File: config.mk
export PLATFORM = sky130hd
export DESIGN_NAME = gray_hsmooth3
export DESIGN_NICKNAME = d
export VERILOG_FILES = /design/src/rtl/gray_hsmooth3.sv
export SDC_FILE = /design/constraint.sdc
export NUM_CORES = 1
export LEC_CHECK = 0
export CAP_MARGIN = 5
export CELL_PAD_IN_SITES_DETAIL_PLACEMENT = 1
export CELL_PAD_IN_SITES_GLOBAL_PLACEMENT = 2
export CORE_UTILIZATION = 32
export DETAILED_ROUTE_END_ITERATION = 10
export PLACE_DENSITY = 0.87
export RECOVER_POWER = 25
export SLEW_MARGIN = 20
export SYNTH_ARGS = -nofsm -noshare
export SYNTH_HDL_FRONTEND = slang
export SYNTH_SLANG_ARGS = --single-unit
File: constraint.sdc
create_clock -name clk_i -period 3.3 [get_ports clk_i]
set_input_delay 0.66 -clock clk_i [delete_from_list [all_inputs] [get_ports clk_i]]
set_output_delay 0.66 -clock clk_i [all_outputs]
set_load 0.1 [all_outputs]
File: src/rtl/gray_hsmooth3.sv
// gray_hsmooth3 -- horizontal [1 2 1]/4 smoothing filter on a gray pixel stream.
//
// Rows are delimited by last_i. The first and last pixels of each row are
// replicated, so every input pixel produces exactly one output pixel. The
// final output of a row carries last_o.
//
// Ports
//   clk_i     clock
//   reset_ni  asynchronous active-low reset
//   valid_i   upstream gray pixel valid
//   gray_i    upstream gray pixel
//   last_i    gray_i is the final pixel of its row
//   ready_o   block accepts gray_i this cycle
//   valid_o   smoothed pixel valid
//   gray_o    smoothed pixel
//   last_o    gray_o is the final pixel of its row
//   ready_i   downstream accepts gray_o
module gray_hsmooth3 #(
  parameter int unsigned width_p = 8
) (
  input  logic               clk_i,
  input  logic               reset_ni,
  input  logic               valid_i,
  input  logic [width_p-1:0] gray_i,
  input  logic               last_i,
  output logic               ready_o,
  output logic               valid_o,
  output logic [width_p-1:0] gray_o,
  output logic               last_o,
  input  logic               ready_i
);

  typedef enum logic [1:0] {
    EMPTY,
    HAVE,
    FLUSH
  } state_e;

  localparam logic [width_p+1:0] RoundC = (width_p+2)'(2);

  state_e             state_q, state_d;
  logic [width_p-1:0] prev_q, prev_d;
  logic [width_p-1:0] cur_q, cur_d;

  logic               slot_free;
  logic               in_xfer;
  logic               load;
  logic               load_last;
  logic [width_p-1:0] tap_c;
  logic [width_p+1:0] sum;
  logic [width_p-1:0] load_gray;

  assign slot_free = ~valid_o | ready_i;

  always_comb begin
    ready_o = 1'b0;
    unique case (state_q)
      EMPTY:   ready_o = 1'b1;
      HAVE:    ready_o = slot_free;
      FLUSH:   ready_o = 1'b0;
      default: ready_o = 1'b0;
    endcase
  end

  assign in_xfer = valid_i & ready_o;

  // The third tap is the new pixel while streaming and the replicated
  // current pixel when closing the row.
  assign tap_c     = (state_q == FLUSH) ? cur_q : gray_i;
  assign sum       = {2'b00, prev_q} + {1'b0, cur_q, 1'b0} + {2'b00, tap_c} + RoundC;
  assign load_gray = sum[width_p+1:2];

  always_comb begin
    state_d   = state_q;
    prev_d    = prev_q;
    cur_d     = cur_q;
    load      = 1'b0;
    load_last = 1'b0;
    unique case (state_q)
      EMPTY: begin
        if (in_xfer) begin
          prev_d  = gray_i;
          cur_d   = gray_i;
          state_d = last_i ? FLUSH : HAVE;
        end
      end
      HAVE: begin
        if (in_xfer) begin
          load    = 1'b1;
          prev_d  = cur_q;
          cur_d   = gray_i;
          state_d = last_i ? FLUSH : HAVE;
        end
      end
      FLUSH: begin
        if (slot_free) begin
          load      = 1'b1;
          load_last = 1'b1;
          state_d   = EMPTY;
        end
      end
      default: state_d = EMPTY;
    endcase
  end

  always_ff @(posedge clk_i or negedge reset_ni) begin
    if (!reset_ni) begin
      state_q <= EMPTY;
      prev_q  <= '0;
      cur_q   <= '0;
    end else begin
      state_q <= state_d;
      prev_q  <= prev_d;
      cur_q   <= cur_d;
    end
  end

  always_ff @(posedge clk_i or negedge reset_ni) begin
    if (!reset_ni) begin
      valid_o <= 1'b0;
      gray_o  <= '0;
      last_o  <= 1'b0;
    end else if (load) begin
      valid_o <= 1'b1;
      gray_o  <= load_gray;
      last_o  <= load_last;
    end else if (ready_i) begin
      valid_o <= 1'b0;
    end
  end

endmodule

Yosys cells after proc, flatten, opt, wreduce, memory -nomap -nowiden. Cells that the tools add are included.

Flip-flop bits (word level): 28. Bits of input ports: 13. Logic and storage cells: 40.

Add/sub/neg operators: 3. Equal/unequal tests: 6. Muxes and demuxes: 15. Bitwise operators: 3. Reduce and logical (&&, ||, !) cells: 7.

Operators with widths (number): $mux 8 (3); $pmux 8 s2 (1); $add 10x2->10 const B (1); $add 10x8->10 (1); $add 8x9->10 (1); $mux 2 (3); $ne 2x2->1 const B (3); $mux 1 (5); $pmux 1 s2 (2); $pmux 2 s2 (1); $reduce_and 2->1 (2); $reduce_bool 2->1 (2); $reduce_and 3->1 (1); $eq 2x1->1 const B (1); $eq 2x2->1 const B (1); $logic_not 2->1 (1); $ne 2x1->1 const B (1); $reduce_or 2->1 (1); $and 1x1->1 (1); $not 1->1 (1); $or 1x1->1 (1).

Depth between registers and ports, before layout.
Word-level depth: 7. Depth in mapped cells: 11. Mapped depth without buffers: 10.

Worst setup path before layout. Ideal clock, no wire load.

Kind: flip-flop to flip-flop. Start: register state_q[0]. End: register gray_o[6]. Arrival time: 2.943 ns. Slack: 0.237 ns. Cell stages (with the launch flop): 12. Path buffers: 1. Clock period less this slack: 3.063 ns. Cell sequence: dfrtp_1 inv_1 ha_1 buf_2 mux2_2 fa_1 ha_1 a21oi_1 o21a_1 a31oi_1 or3_1 a41o_1.

Longest elaborated chain between the ends: 5. Elaborated cells on any way between the ends: 10. Classes of those cells: add/sub: 2; eq/ne: 2; mux: 4; bitwise: 1; reduce/logical: 1.

RTL lines: start: declaration (line 41) `state_e state_q, state_d;`; start signal: assignment (line 112) `state_q <= state_d;`; branches (longest 5 deep; another with $add 10x8->10); end signal: assignment (line 125) `gray_o <= load_gray;`; end: declaration (line 28) `output logic [width_p-1:0] gray_o,`.

Parallel ways; which one is timed is not known. A chain may end at the register's enable or synchronous reset.

Worst setup path in the final report. Ends and elaborated chain as after synthesis.

==> summary by stage <==
Outcome
The run finished, with violations left. The checks that failed: max-capacitance violations, max-slew violations.

Timing
The final critical-path share of the clock period is 94.7%. Setup repair after global routing left no endpoint under its margin. The count of endpoints failing setup in the final report is 0. The worst path needs 3.13 ns of the cycle, external delays included. The transition time of the tightest slew-check pin is 1.56 ns. The hold violation total from the final report was 0. The worst-case clock skew is between 0.004 and 0.005 ns. The count of pins over their slew limit is 29.

The upper clock frequency limit is 320 MHz. In this run the tightest slew margin relative to its limit is -3.84%.

Flow run
Across the run, the number of max-cap violations was 1.

Hold path
The class of the tightest hold or removal check is reg2reg. In this run the most critical hold path is launched from gray_o[1]. The number of cells on the worst hold path is 2.

The end of the worst hold path is gray_o[1].

Global route
The first global-routing pass estimated 6770 um of wire. Global routing used 14.2% of the available tracks across all layers. For this run the aggregate overflow at the end of global routing stands at 0. The via count of the first global-routing pass is 1472.

The number of antenna violations at the first check in global routing is 0. Entering global routing, the biggest net connects 29 pins.

Synth
The average instance area after synthesis is 10.6 sq um. The cell area that synthesis handed to floorplanning was ~1800 sq um. After synthesis, the share of flip-flops with an asynchronous set or reset is 100%.

The synthesized instance count is about 170. The count of distinct cell types in the synthesized netlist is 42. The net count of the mapped netlist is 199. For this run, the leading register cell type out of synthesis is sky130_fd_sc_hd__dfrtp_1.

Sequential cells were found to cover 39.2% of the synthesized design area. The synthesized design contains 0 enable-type register cells. The flip-flop and latch count after synthesis is 28.

The Yosys step of the flow raised 0 warnings.

Floorplanning
The die width is 76.7 um. Pin placement for this block handled 24 I/O pins. In this run the core area contains 26 standard-cell rows.

In this run the standard cell core region covers 5240 sq um. The die boundary height is around 77 um. The floorplan step defined a die boundary enclosing just under 6000 sq um. The initial standard-cell utilization of the core is 34.1%.

Route
For this run, design rule violations remaining after detail routing come to 0. The first detailed-routing pass ran for 2 iterations. For this block, the routed nets add up to 3650 um of wire. The total via count after detailed routing is 1318.

The via-per-instance ratio is 4.86. Once detail routing completed, the nets flagged for antenna violations numbered 0. The number of DRC violations after detailed-routing iteration 0 is 51. In the final routed layout, each cell accounts on average for 13.5 um.

CTS
The number of H-tree levels is 1. TritonCTS built the clock tree. The clock insertion delay at the later pin of the skew report is 0.28 ns. Buffers inserted during clock tree synthesis total 3. The deepest clock path buffer count is 2. The CTS root buffer is sky130_fd_sc_hd__clkbuf_8. The setup fix buffers added after clock tree synthesis is 0. After clock tree synthesis, the clock-pin slew on the worst setup and hold paths is 0.10 ns. The number of sinks driven by the clock tree is 28.

Place
Including well taps, the total number of placed cells is between 200 and 300. The congestion estimate from routability-driven global placement came to 0.766. The count of buffers added on input and output ports is 23. The wire-length estimate of the detail-placed layout is about 2800 um.

Critical path
The endpoint arrival time on the critical path is 3.30 ns. The type of destination of the critical path is a flip-flop. The reg2reg setup slack is 0.17 ns. The number of cells on the worst reg-to-reg path is 10. The startpoint of the worst-slack reg-to-reg timing path is state_q[0]. The endpoint identified for the worst register-to-register timing path is gray_o[6].

The startpoint class of the critical path is a flip-flop. The data required time at the worst endpoint is 3.48 ns. The critical path is of the reg2reg type.

Of all nets on the critical path, the largest fanout is 6.

Finish
The relative area change from synthesis to final layout is 22.2%. In the layout the commonest cells are sky130_fd_sc_hd__dfrtp_1, sky130_fd_sc_hd__buf_4, sky130_fd_sc_hd__a21oi_1, sky130_fd_sc_hd__nand2_1. The finished layout holds 271 standard cells, fillers aside. The share of final-layout standard cells stronger than drive strength 1 is 19.4%. The number of nets at the end of the flow is 233. The number of inserted diodes is 0. Counting the fill cells in the layout gives around 600. Leaving out fill and tap cells, the most frequent cell in the layout is sky130_fd_sc_hd__dfrtp_1.
[Yosys cell counts, drive strengths merged (2+ instances only)]
cell / number / area share (%)
dfrtp: 28 / 39
a21oi: 15 / 4.2
nand2: 15 / 3.2
mux2: 14 / 9.0
ha: 12 / 8.4
mux2i: 10 / 5.8
nor2: 10 / 2.1
inv: 8 / 1.7
o21ai: 8 / 2.2
fa: 6 / 6.7
buf: 5 / 1.9
nand3: 4 / 1.1
xor2: 3 / 1.5
a21o: 2 / 0.84
a32o: 2 / 1.1
and2: 2 / 0.70
nor2b: 2 / 0.70
nor3: 2 / 0.56
o21a: 2 / 0.84
xnor2: 2 / 0.98
[layer usage]
metal,GRT usage [%],part of all wire (%),wire length [um]
met3,1.55,1.8,64
met2,23.7,46,1690
met5,0,0,0
met1,18.9,51,1840
met4,5.19,1.4,50
[logic make-up after synthesis]
family	Yosys count	synth area share [%]
AND/OR/NAND/NOR	40	10.5
XOR/XNOR	5	2.45
multiplexers	24	14.8
AO/OA/AOI/OAI	39	14.1
buffers and inverters	14	3.78
adder cells (fa/ha/maj)	18	15.1
flip-flops	28	39.2
[layout make-up]
| class | instances | area (sq um) | area share (%) |
|---|---|---|---|
| Clock buffer | 4 | 55.1 | 2.52 |
| Multi-Input combinational cell | 126 | 1020 | 46.8 |
| Sequential cell | 28 | 701 | 32.1 |
| Inverter | 8 | 30.0 | 1.38 |
| Tap cell | 70 | 87.6 | 4.01 |
| Timing Repair Buffer | 35 | 289 | 13.2 |
[worst max-delay path, stage by stage (launching register included)]
cell                      delay, ns
sky130_fd_sc_hd__dfrtp_1       0.41
sky130_fd_sc_hd__inv_1         0.09
sky130_fd_sc_hd__ha_2          0.26
sky130_fd_sc_hd__mux2_2        0.36
sky130_fd_sc_hd__fa_1          0.44
sky130_fd_sc_hd__ha_1          0.37
sky130_fd_sc_hd__a21oi_1       0.23
sky130_fd_sc_hd__o21a_1        0.18
sky130_fd_sc_hd__a31oi_1       0.11
sky130_fd_sc_hd__or3_1         0.32
sky130_fd_sc_hd__a41o_1        0.24
[sequential cells by signal, indices dropped and copies added (netlist names)]
signal   flops
cur_q        8
gray_o       8
prev_q       8
state_q      2
last_o       1
valid_o      1
[through the flow]
stage | setup WS (ns) | setup TNS, ns | hold WS (ns) | util (%) | instance area, sq um
5_1_grt | 0.0272 | 0 | 0.538 | 41.7 | 2180
3_5_place_dp | -0.0963 | -0.0963 | 0.478 | 40.7 | 2130
3_3_place_gp | -0.0206 | -0.0206 | 0.467 | 40.7 | 2130
4_1_cts | 0.0848 | 0 | 0.501 | 41.7 | 2180
6_report | 0.174 | 0 | 0.490 | 41.7 | 2180
2_1_floorplan | 0.237 | 0 | 0.364 | - | 1790
[timing repair]
action                     in CTS  in global routing
setup endpoints to repair       0                  1
hold buffers                    0                  0
gates resized for setup         0                  1
[worst max path at each step]
stage	start	to	slack, ns	depth (start not counted)
after floorplan	state_q[0]	gray_o[6]	0.24	11
after global placement	gray_i[4]	gray_o[6]	-0.02	9
after detailed placement	gray_i[4]	gray_o[6]	-0.1	9
after CTS	state_q[0]	gray_o[6]	0.08	10
after global routing	state_q[0]	gray_o[6]	0.03	11
final	state_q[0]	gray_o[6]	0.17	10
Power is not shown: default switching activity piles up to over one toggle a cycle in this logic, so the estimate is an artifact.
